$ cat src/rtl/uart_line_editor.sv
// Line-editing terminal front end: echoes typed bytes with prompt, backspace and
// overflow handling, holds completed lines for random access, and splices in host messages.
module uart_line_editor #(
  parameter int          LINE_LEN       = 64,
  parameter logic [7:0]  PROMPT_CH      = "$",
  parameter int          STARTUP_CYCLES = 32768,
  parameter bit          ECHO           = 1'b1
) (
  input  logic                              clk,
  input  logic                              rst,
  input  logic                              rx_valid,
  input  logic [7:0]                        rx_data,
  output logic                              rx_ready,
  output logic                              tx_valid,
  output logic [7:0]                        tx_data,
  input  logic                              tx_ready,
  output logic                              line_valid,
  output logic [$clog2(LINE_LEN+1)-1:0]     line_len,
  input  logic [$clog2(LINE_LEN)-1:0]       rd_addr,
  output logic [7:0]                        rd_data,
  input  logic                              line_ack,
  input  logic                              msg_valid,
  input  logic [7:0]                        msg_data,
  input  logic                              msg_last,
  output logic                              msg_ready
);
  localparam int CW = $clog2(LINE_LEN + 1);
  localparam int AW = $clog2(LINE_LEN);

  localparam logic [3:0] S_WAIT   = 4'd0;
  localparam logic [3:0] S_PROMPT = 4'd1;
  localparam logic [3:0] S_IDLE   = 4'd2;
  localparam logic [3:0] S_ECHO   = 4'd3;
  localparam logic [3:0] S_BS     = 4'd4;
  localparam logic [3:0] S_NL     = 4'd5;
  localparam logic [3:0] S_HOLD   = 4'd6;
  localparam logic [3:0] S_MSG    = 4'd7;
  localparam logic [3:0] S_MSGNL  = 4'd8;
  localparam logic [3:0] S_REDRAW = 4'd9;

  logic [3:0]    state_q, state_d;
  logic [CW-1:0] cnt_q, cnt_d;
  logic [CW-1:0] idx_q, idx_d;
  logic [31:0]   wait_q, wait_d;
  logic [7:0]    ch_q, ch_d;
  logic          cr_seen_q, cr_seen_d;
  logic          tx_valid_q, tx_valid_d;
  logic [7:0]    tx_data_q, tx_data_d;
  logic          line_valid_q, line_valid_d;
  logic [CW-1:0] line_len_q, line_len_d;
  logic [7:0]    rd_data_q, rd_data_d;
  logic [7:0]    buf_mem [0:LINE_LEN-1];

  logic          tx_free;
  logic          load;
  logic [7:0]    load_byte;
  logic          buf_we;
  logic          printable;

  assign tx_free   = !tx_valid_q || tx_ready;
  assign printable = (rx_data >= 8'h20) && (rx_data <= 8'h7E);

  always_comb begin
    state_d      = state_q;
    cnt_d        = cnt_q;
    idx_d        = idx_q;
    wait_d       = wait_q;
    ch_d         = ch_q;
    cr_seen_d    = cr_seen_q;
    line_valid_d = line_valid_q;
    line_len_d   = line_len_q;
    tx_valid_d   = tx_valid_q;
    tx_data_d    = tx_data_q;
    rx_ready     = 1'b0;
    msg_ready    = 1'b0;
    buf_we       = 1'b0;
    load         = 1'b0;
    load_byte    = 8'h00;
    rd_data_d    = (int'(rd_addr) < LINE_LEN) ? buf_mem[rd_addr] : 8'h00;
    if (tx_ready) tx_valid_d = 1'b0;

    case (state_q)
      S_WAIT: begin
        if (wait_q == 32'(STARTUP_CYCLES)) state_d = S_PROMPT;
        else wait_d = wait_q + 32'd1;
      end
      S_PROMPT: if (tx_free) begin
        load      = 1'b1;
        load_byte = (idx_q == '0) ? PROMPT_CH : 8'h20;
        if (idx_q == '0) idx_d = CW'(1);
        else begin
          idx_d   = '0;
          state_d = (cnt_q != '0) ? S_REDRAW : S_IDLE;
        end
      end
      S_IDLE: begin
        if (msg_valid) begin
          state_d = S_MSG;
          idx_d   = '0;
        end else if (rx_valid && !tx_valid_q) begin
          // Only pop when nothing is waiting in the tx register.
          rx_ready  = 1'b1;
          cr_seen_d = 1'b0;
          if (printable) begin
            if (cnt_q < CW'(LINE_LEN)) begin
              buf_we = 1'b1;
              cnt_d  = cnt_q + 1'b1;
              ch_d   = rx_data;
              if (ECHO) state_d = S_ECHO;
            end else begin
              load      = 1'b1;
              load_byte = 8'h07;
            end
          end else if (rx_data == 8'h08 || rx_data == 8'h7F) begin
            if (cnt_q != '0) begin
              cnt_d   = cnt_q - 1'b1;
              idx_d   = '0;
              state_d = S_BS;
            end
          end else if (rx_data == 8'h0D) begin
            cr_seen_d = 1'b1;
            idx_d     = '0;
            state_d   = S_NL;
          end else if (rx_data == 8'h0A && !cr_seen_q) begin
            idx_d   = '0;
            state_d = S_NL;
          end
        end
      end
      S_ECHO: if (tx_free) begin
        load      = 1'b1;
        load_byte = ch_q;
        state_d   = S_IDLE;
      end
      S_BS: if (tx_free) begin
        load      = 1'b1;
        load_byte = (idx_q == CW'(1)) ? 8'h20 : 8'h08;
        if (idx_q == CW'(2)) begin
          idx_d   = '0;
          state_d = S_IDLE;
        end else idx_d = idx_q + 1'b1;
      end
      S_NL, S_MSGNL: if (tx_free) begin
        load      = 1'b1;
        load_byte = (idx_q == '0) ? 8'h0D : 8'h0A;
        if (idx_q == '0) idx_d = CW'(1);
        else begin
          idx_d = '0;
          if (state_q == S_NL && cnt_q != '0) begin
            line_len_d   = cnt_q;
            line_valid_d = 1'b1;
            state_d      = S_HOLD;
          end else state_d = S_PROMPT;
        end
      end
      S_HOLD: if (line_ack) begin
        line_valid_d = 1'b0;
        cnt_d        = '0;
        state_d      = S_PROMPT;
      end
      S_MSG: begin
        if (idx_q < CW'(2)) begin
          if (tx_free) begin
            load      = 1'b1;
            load_byte = (idx_q == '0) ? 8'h0D : 8'h0A;
            idx_d     = idx_q + 1'b1;
          end
        end else begin
          // Message bytes pass straight through, throttled by the tx side.
          msg_ready = tx_ready;
          if (msg_valid && tx_ready) begin
            load      = 1'b1;
            load_byte = msg_data;
            if (msg_last) begin
              idx_d   = '0;
              state_d = S_MSGNL;
            end
          end
        end
      end
      S_REDRAW: begin
        if (idx_q < cnt_q) begin
          if (tx_free) begin
            load      = 1'b1;
            load_byte = buf_mem[idx_q[AW-1:0]];
            idx_d     = idx_q + 1'b1;
          end
        end else begin
          idx_d   = '0;
          state_d = S_IDLE;
        end
      end
      default: state_d = S_WAIT;
    endcase

    if (load) begin
      tx_valid_d = 1'b1;
      tx_data_d  = load_byte;
    end
  end

  always_ff @(posedge clk) begin
    if (buf_we) buf_mem[cnt_q[AW-1:0]] <= rx_data;
  end

  always_ff @(posedge clk or posedge rst) begin
    if (rst) begin
      state_q      <= S_WAIT;
      cnt_q        <= '0;
      idx_q        <= '0;
      wait_q       <= '0;
      ch_q         <= '0;
      cr_seen_q    <= 1'b0;
      tx_valid_q   <= 1'b0;
      tx_data_q    <= '0;
      line_valid_q <= 1'b0;
      line_len_q   <= '0;
      rd_data_q    <= '0;
    end else begin
      state_q      <= state_d;
      cnt_q        <= cnt_d;
      idx_q        <= idx_d;
      wait_q       <= wait_d;
      ch_q         <= ch_d;
      cr_seen_q    <= cr_seen_d;
      tx_valid_q   <= tx_valid_d;
      tx_data_q    <= tx_data_d;
      line_valid_q <= line_valid_d;
      line_len_q   <= line_len_d;
      rd_data_q    <= rd_data_d;
    end
  end

  assign tx_valid   = tx_valid_q;
  assign tx_data    = tx_data_q;
  assign line_valid = line_valid_q;
  assign line_len   = line_len_q;
  assign rd_data    = rd_data_q;
endmodule
$ cat config.mk
export PLATFORM = sky130hd
export DESIGN_NAME = uart_line_editor
export DESIGN_NICKNAME = d
export VERILOG_FILES = /design/src/rtl/uart_line_editor.sv
export SDC_FILE = /design/constraint.sdc
export NUM_CORES = 1
export LEC_CHECK = 0
export CAP_MARGIN = 20
export CORE_MARGIN = 2
export CORE_UTILIZATION = 30
export DETAILED_ROUTE_END_ITERATION = 12
export PLACE_DENSITY = 0.4
export SLEW_MARGIN = 10
export SYNTH_ARGS = -nofsm -noshare
export SYNTH_HDL_FRONTEND = slang
export SYNTH_SLANG_ARGS = --single-unit
$ cat constraint.sdc
create_clock -name clk -period 8.5 [get_ports clk]
set_input_delay 1.275 -clock clk [delete_from_list [all_inputs] [get_ports clk]]
set_output_delay 1.275 -clock clk [all_outputs]
set_load 0.01 [all_outputs]
# Word level (Yosys, flattened, before mapping)
# Memory sizes are Yosys's and may differ from the RTL's. A register that Yosys moved wholly into a read port is not among the register bits.
# Index checks and enable logic that the tools add are counted.
[classes] n_mux=96 n_bitwise=3 add_sub_neg=4 eq_ne=45 n_reduce_logical=27 n_lt_le_gt_ge=5
[op_table] cell="2-to-1 mux 7 bit" count=22
[op_table] cell="2-to-1 mux 4 bit" count=23
[op_table] cell="one-hot mux 8 bit (7 select lines)" count=1
[op_table] cell="2-to-1 mux 8 bit" count=5
[op_table] cell="one-hot mux 4 bit (9 select lines)" count=1
[op_table] cell="one-hot mux 7 bit (5 select lines)" count=1
[op_table] cell="adder 32 x 1 -> 32 bit (second input constant)" count=1
[op_table] cell="== test 32 x 16 -> 1 bit (second input constant)" count=1
[op_table] cell="!= test 2 bit (second input constant)" count=16
[op_table] cell="2-to-1 mux 1 bit" count=30
[op_table] cell="== test 8 x 4 -> 1 bit (second input constant)" count=3
[op_table] cell="2-to-1 mux 3 bit" count=7
[op_table] cell="!= test 3 bit (second input constant)" count=7
[op_table] cell="2-to-1 mux 6 bit" count=3
[op_table] cell="AND reduction 17 bit" count=1
[op_table] cell="== test 4 x 3 -> 1 bit (second input constant)" count=4
[op_table] cell="adder 7 x 1 -> 7 bit (second input constant)" count=2
[op_table] cell="one-hot mux 7 bit (2 select lines)" count=1
[op_table] cell="!= test 5 bit (second input constant)" count=2
[op_table] cell="AND reduction 5 bit" count=2
[op_table] cell="AND reduction 9 bit" count=1
[op_table] cell="== test 4 x 2 -> 1 bit (second input constant)" count=2
[op_table] cell="== test 4 bit (second input constant)" count=2
[op_table] cell="== test 8 x 7 -> 1 bit (second input constant)" count=1
[op_table] cell="30 further kinds" count=41
[word_totals] wordCells=191 mem_bits_rw=512 in_bits=29 output_inout_bits=27 n_memories=1 ff_bits=76
[mem_list] memory="buf_mem" depth=64 word_bits=8 read_ports=2 rd_clocked_by_memory_dff=1 write_ports=1 line_no="52" rtl="logic [7:0] buf_mem [0:LINE_LEN-1];"

# Depth between registers and ports, before layout
[depth] depth_word=9 depth_mapped=12 depth_no_buf=10

# Least setup slack after synthesis
# OpenSTA, ideal clock, no wires.
[synth_timing] kind="input port to flip-flop" startpoint="input port rd_addr[0]" endpoint="register rd_data_q[0], in the netlist rd_data[0], read port of buf_mem" t_required_ns=8.362 cell_stages=5 slack_ns=5.135 n_path_buf=2 setup_time_ns=0.138 arrival_ns=3.226 cell_sequence="clkbuf_1 > buf_2 > mux4_2 > mux4_2 > mux4_2"
[synth_rtl] element="from (decl)" line_no="19" rtl="input logic [$clog2(LINE_LEN)-1:0] rd_addr,"
[synth_rtl] element="to (decl)" line_no="51" rtl="logic [7:0] rd_data_q, rd_data_d;"

# Final worst setup path
[layout_timing] startpoint="register idx_q[1]" endpoint="output port msg_ready"
[layout_via] elab_chain_cells=3
[layout_rtl] element="from (decl)" line_no="43" rtl="logic [CW-1:0] idx_q, idx_d;"
[layout_rtl] element="from (signal assigned)" line_no="222" rtl="idx_q <= idx_d;"
[layout_rtl] element="less-than comparator 7 x 2 -> 1 bit" line_no="162" rtl="if (idx_q < CW'(2)) begin"
[layout_rtl] element="2-to-1 mux 1 bit" line_no="162"
[layout_rtl] element="2-to-1 mux 1 bit" line_no="82" rtl="case (state_q)"
[layout_rtl] element="to (decl)" line_no="25" rtl="output logic msg_ready"
# Every way passes these cells.

==> out/metrics.cfg <==
[logic_synthesis]
synth_edf_count=512
synth_cell_type_count=81
ys_ff_latch=596
synth_top_cell_area_share_pct=53.5
yosys_warnings=0
synth_area_leaders=edfxtp_1, mux4_2, dfrtp_1
synthArstFlopShare_pct=14.1
postSynthCellCount=1659
ys.flop_type=edfxtp_1
synth.avg_cell_area_um2=17.3
syn-num-nets=1708
yosysSeqAreaShare_pct=60.8
synth_top_area_cell=edfxtp_1
netlist_area_um2=28700

[global_routing]
antenna_found_initial=7
grt.total_usage_pct=20.6
grt_max_degree=76
first_global_vias=17300
grt_pass1_wl_um=142000
overflow=0

[place]
place_area_um2=30700
dp_cells=2916
gp_congestion=0.833
port-buffer-count=55
pre_cts_slack_ns=3.51
hpwlAfterDp_um=67900

[cells_and_area]
drive_gt1_share_pct=26.6
finish.utilization_pct=34.8
postLayoutCellArea_um2=33100
multi_input_area_um2=10700
syn2layout_area_growth_pct=15.1
final_common_cell=edfxtp_1
layout.area.seq_um2=17500
nFillCells=9018
finalNonFillerCells=3051
final_cell_mix=edfxtp_1, mux4_2, nor2_1, dfrtp_1
final_nets=1775

[power_and_ir_drop]
power_switching_mw=2.43
total_power_mw=8.25
p_leak_nw=10.6
power_per_cell_area_nw_per_um2=250
power.internal_mw=5.82
power_frac_seq_pct=41.7
p_clk_share_pct=38.5
p_sw_share_pct=29.5
comb_power_share_pct=19.8
vdd_drop_max_uv=141

[clock_network]
holdBufCountCts=0
cts_setup_buffers=0
cts_root_buf=clkbuf_16
cts.path.max_buffers=3
path_clk_slew_ns=0.06
cts_tree=built
insertion_delay_ns=0.63
numClockSinks=596
htree_levels=3
numCtsBuffers=73
cts_resized=0

[critical_path]
worstPathRequired_ns=7.22
crit_path_end_kind=primary output
critPathKind=reg -> out
critPathArrivalTime_ns=3.12
start_kind=flop
rr_worst_depth=7
path_max_fanout=35

[sta]
drv_slew=0
setup_violations=0
whs_ns=0.468
fmax_mhz=228
rsz0062_at_grt=false
hold_viol_final=0
fin_skew_ns=0.0243
layout_setup_ws_ns=4.11
worst_pin_slew_ns=1.13
totalNegativeSetupSlack_ns=0
min_period_ns=4.39
post-route-period-util_pct=51.7
slew_headroom_pct=24.5

[routing]
dr.pass1.iters=5
drt_iter0_markers=1624
postRouteAntennaNets=0
wl_per_cell_um=33.0
routed-via-count=17000
vias_per_cell=5.59
drcViolationCount=0
totalWireLength_um=101000

[die]
rows=113
start_util_pct=30.3
die_x_um=314
die_y_um=314
num_io_pins=56
core_um2=95000
die_area_um2=98300

[job]
maxCapViolCount=0

[worst_hold_path]
hold_depth=1
min_path_type=reg -> reg

[run_status]
status=finished, final reports clean

[critical path, stage by stage, from the launching register on]
cell             delay (ns)
dfrtp_4                0.71
buf_4                  0.60
nor3_2                 0.10
buf_4                  0.20
a211oi_1               0.24
clkdlybuf4s50_1        0.60
[sequential cells by signal, summed over array words and instances, names as in the netlist]
signal,flops
buf_mem,512
ch_q,8
cnt_q,7
cr_seen_q,1
idx_q,7
line_len,7
line_valid,1
rd_data,8
state_q,4
tx_data,8
tx_valid,1
wait_q,32
[power by group through the flow]
| stage | sequential, mW | clock, mW | combinational, mW |
|---|---|---|---|
| after floorplan | 3.41 | 0 | 1.12 |
| after global placement | 3.50 | 0 | 1.64 |
| after detailed placement | 3.51 | 0 | 1.65 |
| after CTS | 3.44 | 3.24 | 1.65 |
| after global routing | 3.46 | 3.36 | 1.77 |
| final | 3.44 | 3.18 | 1.64 |
[logic make-up (layout without fill, tap and decap cells)]
kind of cell / Yosys count / in the layout / synth area share, %
and+or+nand+nor: 338 / 338 / 5.81
adders and majority gates: 20 / 20 / 0.897
DFF: 596 / 596 / 60.8
xor gates and xnor gates: 35 / 35 / 1.07
AOI/OAI and AO/OA: 175 / 175 / 4.52
muxes: 359 / 359 / 24.8
buffers and inverters: 136 / 262 / 2.15
other: 0 / 1 / 0
[cells in the mapped netlist (all sizes together) (28+ instances only)]
library cell  number
nand2             75
nand3             31
inv               32
nor2             119
edfxtp           512
mux4             280
a21oi             28
clkbuf            45
mux2i             66
buf               59
dfrtp             84
[per-layer routing]
layer  up-vias  wire [um]  global-route usage [%]
met3       114       4590                    2.91
li1       7043          -                       -
met4         2       2250                    4.80
met1      9320      48100                    31.1
met5         -         12                       0
met2       563      45700                    31.4
[final cells by class]
cell class	instances	share of cell area, %
Clock inverter	43	1.34
Timing Repair Buffer	96	2.50
Clock buffer	91	5.92
Inverter	32	0.371
Multi-Input combinational cell	927	32.2
Sequential cell	596	52.9
Antenna cell	1	0.00756
Tap cell	1265	4.78
[path summary, 6_finish.rpt]
path                             from         end  slack (ns)
max                          idx_q[1]   msg_ready        4.11
min                        wait_q[31]  wait_q[31]        0.47
max reg2reg                  idx_q[0]  tx_data[2]        4.53
min reg2reg                wait_q[31]  wait_q[31]        0.47
max in group asynchronous         rst  wait_q[22]        6.24
min in group asynchronous         rst  tx_data[4]        1.09
No activity file was read; power rests on OpenSTA's default activity.
